## src/rtl/param_updown_counter_pkg.sv

```systemverilog
// rtl/param_updown_counter_pkg.sv - shared constants for the parameterised up/down counter
// Purpose : default geometry, limit-mode encodings and a terminal-count helper.
// Ports   : none (package).
package param_updown_counter_pkg;

   localparam int DEF_WIDTH = 4;
   localparam int DEF_MAX   = (1 << DEF_WIDTH) - 1;

   // Limit behaviour selector values for the SATURATE parameter
   localparam int MODE_WRAP = 0;
   localparam int MODE_SAT  = 1;

   // All-ones value of a w-bit counter; computed 64 bits wide so w=32 does not overflow
   function automatic logic [63:0] default_max(input int w);
      return (64'd1 << w) - 64'd1;
   endfunction

endpackage

```

## src/rtl/param_updown_counter_cnt_next.sv

```systemverilog
// rtl/param_updown_counter_cnt_next.sv - combinational next-count and limit-event logic
// Purpose : computes the next counter value (load / step / hold) and the terminal-count flag.
// Ports   : z      - current registered count
//           up     - direction, 1 = up, 0 = down
//           en     - step enable
//           ld     - load request (wins over en)
//           d      - load value, clamped to MAX
//           z_next - value to register on the next edge
//           limit  - step in progress at a limit (terminal count)
module cnt_next
   import param_updown_counter_pkg::*;
#(
   parameter int              WIDTH    = DEF_WIDTH,
   parameter logic [WIDTH-1:0] MAX     = WIDTH'(default_max(WIDTH)),
   parameter int              SATURATE = MODE_WRAP
) (
   input  logic [WIDTH-1:0] z,
   input  logic             up,
   input  logic             en,
   input  logic             ld,
   input  logic [WIDTH-1:0] d,
   output logic [WIDTH-1:0] z_next,
   output logic             limit
);

   localparam logic [WIDTH-1:0] ONE = WIDTH'(1);

   logic             at_max;
   logic             at_zero;
   logic [WIDTH-1:0] d_clamped;
   logic [WIDTH-1:0] up_val;
   logic [WIDTH-1:0] down_val;

   always_comb begin
      at_max    = (z == MAX);
      at_zero   = (z == '0);
      d_clamped = (d > MAX) ? MAX : d;

      // Limit values: wrap to the opposite end, or stay put when saturating
      if (at_max) begin
         up_val = (SATURATE == MODE_SAT) ? MAX : '0;
      end else begin
         up_val = z + ONE;
      end

      if (at_zero) begin
         down_val = (SATURATE == MODE_SAT) ? '0 : MAX;
      end else begin
         down_val = z - ONE;
      end

      z_next = z;
      if (ld) begin
         z_next = d_clamped;
      end else if (en) begin
         z_next = up ? up_val : down_val;
      end

      limit = en & ~ld & ((up & at_max) | (~up & at_zero));
   end

endmodule

```

## src/rtl/param_updown_counter.sv

```systemverilog
// rtl/param_updown_counter.sv - parameterised synchronous up/down counter with sticky overflow
// Purpose : registers the count and sticky overflow; next-value logic lives in cnt_next.
// Ports   : clk     - clock, rising edge
//           rst     - asynchronous active-high reset
//           en      - step enable
//           up      - direction, 1 = up, 0 = down
//           ld      - synchronous load of d (priority over en)
//           d       - load value
//           clr_ovf - synchronous clear of ovf (a same-edge limit event wins)
//           z       - registered count
//           tc      - combinational terminal count
//           ovf     - registered sticky wrap/saturation flag
module param_updown_counter
   import param_updown_counter_pkg::*;
#(
   parameter int              WIDTH    = DEF_WIDTH,
   parameter logic [WIDTH-1:0] MAX     = WIDTH'(default_max(WIDTH)),
   parameter int              SATURATE = MODE_WRAP
) (
   input  logic             clk,
   input  logic             rst,
   input  logic             en,
   input  logic             up,
   input  logic             ld,
   input  logic [WIDTH-1:0] d,
   input  logic             clr_ovf,
   output logic [WIDTH-1:0] z,
   output logic             tc,
   output logic             ovf
);

   logic [WIDTH-1:0] z_q;
   logic [WIDTH-1:0] z_d;
   logic             ovf_q;
   logic             ovf_d;
   logic             limit;

   cnt_next #(
      .WIDTH    (WIDTH),
      .MAX      (MAX),
      .SATURATE (SATURATE)
   ) u_cnt_next (
      .z      (z_q),
      .up     (up),
      .en     (en),
      .ld     (ld),
      .d      (d),
      .z_next (z_d),
      .limit  (limit)
   );

   // Set has priority over clear so a limit event is never lost
   always_comb begin
      ovf_d = ovf_q;
      if (limit) begin
         ovf_d = 1'b1;
      end else if (clr_ovf) begin
         ovf_d = 1'b0;
      end
   end

   always_ff @(posedge clk or posedge rst) begin
      if (rst) begin
         z_q   <= '0;
         ovf_q <= 1'b0;
      end else begin
         z_q   <= z_d;
         ovf_q <= ovf_d;
      end
   end

   assign z   = z_q;
   assign tc  = limit;
   assign ovf = ovf_q;

endmodule

```

## config.mk

```make
export PLATFORM = sky130hd
export DESIGN_NAME = param_updown_counter
export DESIGN_NICKNAME = d
export VERILOG_FILES = /design/src/rtl/param_updown_counter_pkg.sv /design/src/rtl/param_updown_counter_cnt_next.sv /design/src/rtl/param_updown_counter.sv
export SDC_FILE = /design/constraint.sdc
export NUM_CORES = 1
export LEC_CHECK = 0
export ABC_CLOCK_PERIOD_IN_PS = 1500
export CAP_MARGIN = 5
export CORE_AREA = 3 3 40 42
export DETAILED_ROUTE_END_ITERATION = 8
export DIE_AREA = 0 0 43 45
export MAX_ROUTING_LAYER = met4
export SYNTH_ARGS = -nofsm -noshare
export SYNTH_HDL_FRONTEND = slang
export SYNTH_SLANG_ARGS = --single-unit
```

## constraint.sdc

```tcl
create_clock -name clk -period 1.5 [get_ports clk]
set_input_delay 0.3 -clock clk [delete_from_list [all_inputs] [get_ports clk]]
set_output_delay 0.3 -clock clk [all_outputs]
set_load 0.01 [all_outputs]
```

## Word level (Yosys, flattened, before mapping)

Cells that the tools add are included.

- Bitwise gates (word level): 7
- Mux-type cells: 8
- Equal/unequal tests: 1
- Reduce and logical (&&, ||, !) cells: 3
- Magnitude comparators: 1
- Add/sub/neg operators: 2

Operators by type and width:

| kind | number |
|---|---|
| 4-bit two-way mux | 6 |
| 4-bit by 1-bit adder with 4-bit output, second input constant | 1 |
| 1-bit AND | 4 |
| 4-bit == test, second input constant | 1 |
| 4-bit > comparator, second input constant | 1 |
| 4-bit zero test | 1 |
| 2-bit nonzero test | 2 |
| 4-bit by 1-bit subtractor with 4-bit output, second input constant | 1 |
| 1-bit two-way mux | 2 |
| 1-bit NOT | 2 |
| 1-bit bitwise OR | 1 |

- Word-level logic and storage cells: 24
- Bits of input ports: 10
- Output and inout port bits: 6
- Register bits: 5

## Depth between registers and ports, before layout

- Word-level depth: 5
- Mapped depth: 6
- Gate-level depth less buffers: 6

## Cells and area by module

Synthesis repeated with hierarchy kept, for this count alone.

- Cell total of the unflattened synthesis: 48
- Area total of the unflattened synthesis: 384.1 um^2

By module, submodules not included:

| module | area each (um^2) | instances | cells each | sequential area each (um^2) |
|---|---|---|---|---|
| cnt_next | 244.0 | 1 | 40 | 0.0 |
| param_updown_counter | 140.1 | 1 | 8 | 125.1 |

## Worst setup path after synthesis

OpenSTA, ideal clock, no wires.

- Path type: reg-to-output
- Start point: register z_q[0] (netlist: z[0])
- End point: output port tc
- Buffers on the path: 0
- Data arrival time: 1,570 ps
- Data required time: 1,200 ps
- Stages on the path, launching flop included: 7
- Slack: -370 ps
- Path through: dfrtp_1 -> inv_2 -> ha_1 -> or3b_2 -> nor2_1 -> a21oi_1 -> nor3_1

- Longest elaborated chain between the ends: 4
- Elaborated cells on any way between the ends: 6
- Classes of those cells: eq/ne (1); bitwise (4); reduce/logical (1)

RTL lines:

| what | line | source |
|---|---|---|
| start, declared | param_updown_counter.sv:32 | `logic [WIDTH-1:0] z_q;` |
| start signal, assigned | param_updown_counter.sv:67 | `z_q <= z_d;` |
| 4-bit == test / 4-bit zero test (equally long branches) | param_updown_counter_cnt_next.sv:35, param_updown_counter_cnt_next.sv:36 |  |
| 1-bit AND | param_updown_counter_cnt_next.sv:59 | `limit = en & ~ld & ((up & at_max) \| (~up & at_zero));` |
| 1-bit bitwise OR * | param_updown_counter_cnt_next.sv:59 |  |
| 1-bit AND * | param_updown_counter_cnt_next.sv:59 |  |
| end, declared | param_updown_counter.sv:28 | `output logic tc,` |

Every way passes the cells marked *; elsewhere a longest branch is shown, timed or not.

## Final worst setup path

- Start point: register z_q[1] (netlist: z[1])
- End point: output port tc

Same word-level chain as after synthesis.

==> results by group <==
Run status
  – Outcome: finished, violations left
  – Failing checks: negative setup slack

STA
  – Max_slew headroom: 81.5%
  – Final Hold Vio Count: 0
  – Final worst-path cycle share: 126%
  – Final setup fails: 1
  – Fin. max-slew vios: 0
  – Final worst-path setup slack: -0.394 ns
  – Worst clock skew: 0.00503 ns
  – RSZ-0062 raised after global routing: true
  – Tightest Pin Transition: approximately 0.28 ns
  – Post-layout min period: 1.89 ns
  – Maximum clock rate: 528 MHz

Place
  – Port bufs: 15
  – Place WS: -0.778 ns
  – Detail Placement HPWL: 774 µm
  – Routability congestion estimate: approximately 0.8

Detailed routing
  – DR vias: 429
  – Total routed wirelength: 976 µm
  – Via density: 4.77
  – DRT Pass-1 Iters: 4
  – M1 wire length: roughly 420 µm
  – Met2 WL: between 400 and 500 µm
  – Max Used Layer: met4
  – WL met3: 93 µm
  – Starting DRT DRC Count: 2
  – # DRC: 0
  – WL/cell: 10.8 µm
  – Post-route antenna net violation count: 0

Die
  – Die Area: 0.00194 mm²
  – I/O Pins: 16
  – Die width: 43 µm
  – Core box area: 0.00128 mm²
  – Die Y: roughly 45 µm
  – Starting Density: 29.9%
  – Site row count: 13

Synth
  – Syn nets: 57
  – Most instantiated cells after synthesis: 5 x dfrtp_1, 5 x inv_1, 4 x a21oi_1, 4 x nor2_1, 4 x o21ai_0
  – Netlist cell types: 24
  – Yosys Warn Count: 0
  – Ys async rst share: between 90% and 100%
  – Number of flops mapped to enable cells by yosys: 0
  – Top cells by area, synth: dfrtp_1 33%, ha_1 6.5%, a21oi_1 5.2%, mux2i_1 5.2%, o21ai_0 5.2%
  – Cells after Synth: between 40 and 50
  – Synth Cell Area: 384 µm²
  – Area leader, netlist: dfrtp_1
  – Top cell type's share of synthesized area: approximately a third
  – Post-Syn Area per Cell: 8.54 µm²
  – Predominant post-synthesis flop cell: dfrtp_1
  – Register bit count reported by yosys: 5
  – Register area share after synthesis: 32.6%

Run
  – Max cap viols: 0

Clock network
  – Total CTS buffers: 3
  – Root Buffer: clkbuf_4
  – Cts hold-fix bufs: 0
  – Clk sinks: 5
  – CTS tree: done
  – Max Buffers Root-to-Sink: 2
  – CTS H-tree depth: 1
  – Clock latency on the worst-skew pair: 0.24 ns
  – CTS clk-pin slew, worst paths: around 0.050 ns

Worst setup path
  – Crit. Startpoint: z[1]
  – Critical Path AT: between 1.5 and 2 ns
  – Slowest cell delay on critical path: 0.40 ns
  – Crit path required time: 1.20 ns
  – R2R Path Start: z[0]
  – CP delay by family, top: simple AND/OR/NAND/NOR gates
  – Stages on the worst setup path: 7
  – R2R Setup Slk: 0.03 ns
  – Kind of critical path: flip-flop to output port
  – Worst setup SP type: flip-flop
  – Critical Path Fanout Max: 2
  – Buffers plus inverters on the worst setup path: 2
  – RR Endpoint: z[2]
  – Critical-path cell list: inv_2 -> ha_4 -> or3b_4 -> nor2_4 -> a21oi_2 -> nor3_2 -> buf_2
  – Crit end category: output port
  – Slowest cell on crit path: dfrtp_2
  – Cell count of the worst reg-to-reg path: 6

Cells and area
  – Fill cells: ~130
  – Area grow syn2layout: 80.1%
  – Share of layout cells above drive strength 1: a little under two fifths
  – Util after Layout: 53.8%
  – Ant. Diodes: 0
  – Layout Nets: roughly 90

Global routing
  – Largest net degree at the start of global routing: 10
  – Vias in the first global route: 398
  – Total grt overflow: 0
  – Global-route wire length before repair: 1.56 mm
  – Initial antenna violation count: 0
  – GRT Total Usage: a little under an eighth

Pwr
  – Static leakage: 0.308 nW
  – Reg power frac: 27.8%
  – Switch share: 31.2%
  – Pwr/cell area: between 800 and 900 mW/mm²
  – Psw: 0.183 mW
  – Clock network power share: 26.8%
  – Worst IR drop on VDD: roughly 550 µV
  – P_int: 0.405 mW
  – Combinational power share: 45.3%
  – Total power: 0.589 mW

Worst hold path
  – Hold Path Class: primary input to async pin
-- cell families after synthesis --
logic type / after synthesis / share of synthesized area, %
AO/OA/AOI/OAI: 15 / 26.7
AND/OR/NAND/NOR: 11 / 14.7
buffers and inverters: 7 / 6.84
flip-flops: 5 / 32.6
multiplexers: 3 / 8.14
XOR/XNOR: 2 / 4.56
adder cells (fa/ha/maj): 2 / 6.51
-- sequential cells by signal (all words and copies together), names as in the netlist --
register / flops
ovf: 1
z: 4
-- metrics by stage --
step	TNS, ns	hold slack (ns)	std cells	cell area [µm²]
5_1_grt	-0.624	0.280	90	692
3_5_place_dp	-1.22	0.524	85	661
2_1_floorplan	-0.210	0.0784	45	413
4_1_cts	-0.422	0.264	90	687
3_3_place_gp	-1.16	0.523	85	661
6_report	-0.394	0.256	90	692
-- power groups by stage --
stage	registers (mW)	logic [mW]	clock network (mW)
global route	0.165	0.294	0.175
finish	0.164	0.267	0.158
detailed placement	0.170	0.265	0
floorplan	0.190	0.110	0
CTS	0.163	0.266	0.166
global placement	0.169	0.264	0
-- placed cells by master (no fill, tap or decap), types with 2 or more instances in the layout --
master	Yosys	layout
inv_1	5	4
inv_2	1	2
mux2i_1	2	2
clkbuf_4	0	3
dlygate4sd2_1	0	4
xnor2_1	2	2
dfrtp_2	0	2
dfrtp_1	5	3
buf_4	0	12
clkdlybuf4s50_1	0	10
a21oi_1	4	3
nand2_1	2	2
nor2_1	4	3
o21ai_0	4	3
-- how the worst max path moves through the flow --
stage	to	slack (ns)
after floorplan	tc	-0.21
after global placement	tc	-0.76
after detailed placement	tc	-0.78
after CTS	tc	-0.42
after global routing	tc	-0.48
final	tc	-0.39
-- timing repair --
item                       CTS  global route
pin swaps                    2             2
gates cloned                 0             0
setup buffers                1             0
setup endpoints to repair    7             5
resized for setup            9             2
-- worst reg2reg max path, cell delays in order (launching register included) --
cell and delay, ns:
dfrtp_2 0.40, buf_4 0.16, ha_2 0.19, mux2i_1 0.16, nor2_1 0.07, xnor2_1 0.12, mux2_2 0.25
-- metal layers --
| metal | up-vias | track usage (%) |
|---|---|---|
| met5 | - | - |
| met4 | 0 | 3.61 |
| met3 | 2 | 5.18 |
| met2 | 14 | 19.8 |
| met1 | 192 | 11.4 |
| li1 | 221 | - |
-- final cells by class --
cell class / count / area, µm² / area share (%)
Clock buffer: 4 / 26.3 / 3.80
Inverter: 6 / 22.5 / 3.25
Multi-Input combinational cell: 33 / 267 / 38.5
Sequential cell: 5 / 128 / 18.4
Tap cell: 15 / 18.8 / 2.71
Timing Repair Buffer: 27 / 230 / 33.3
Power figures use the tool's default switching activity.
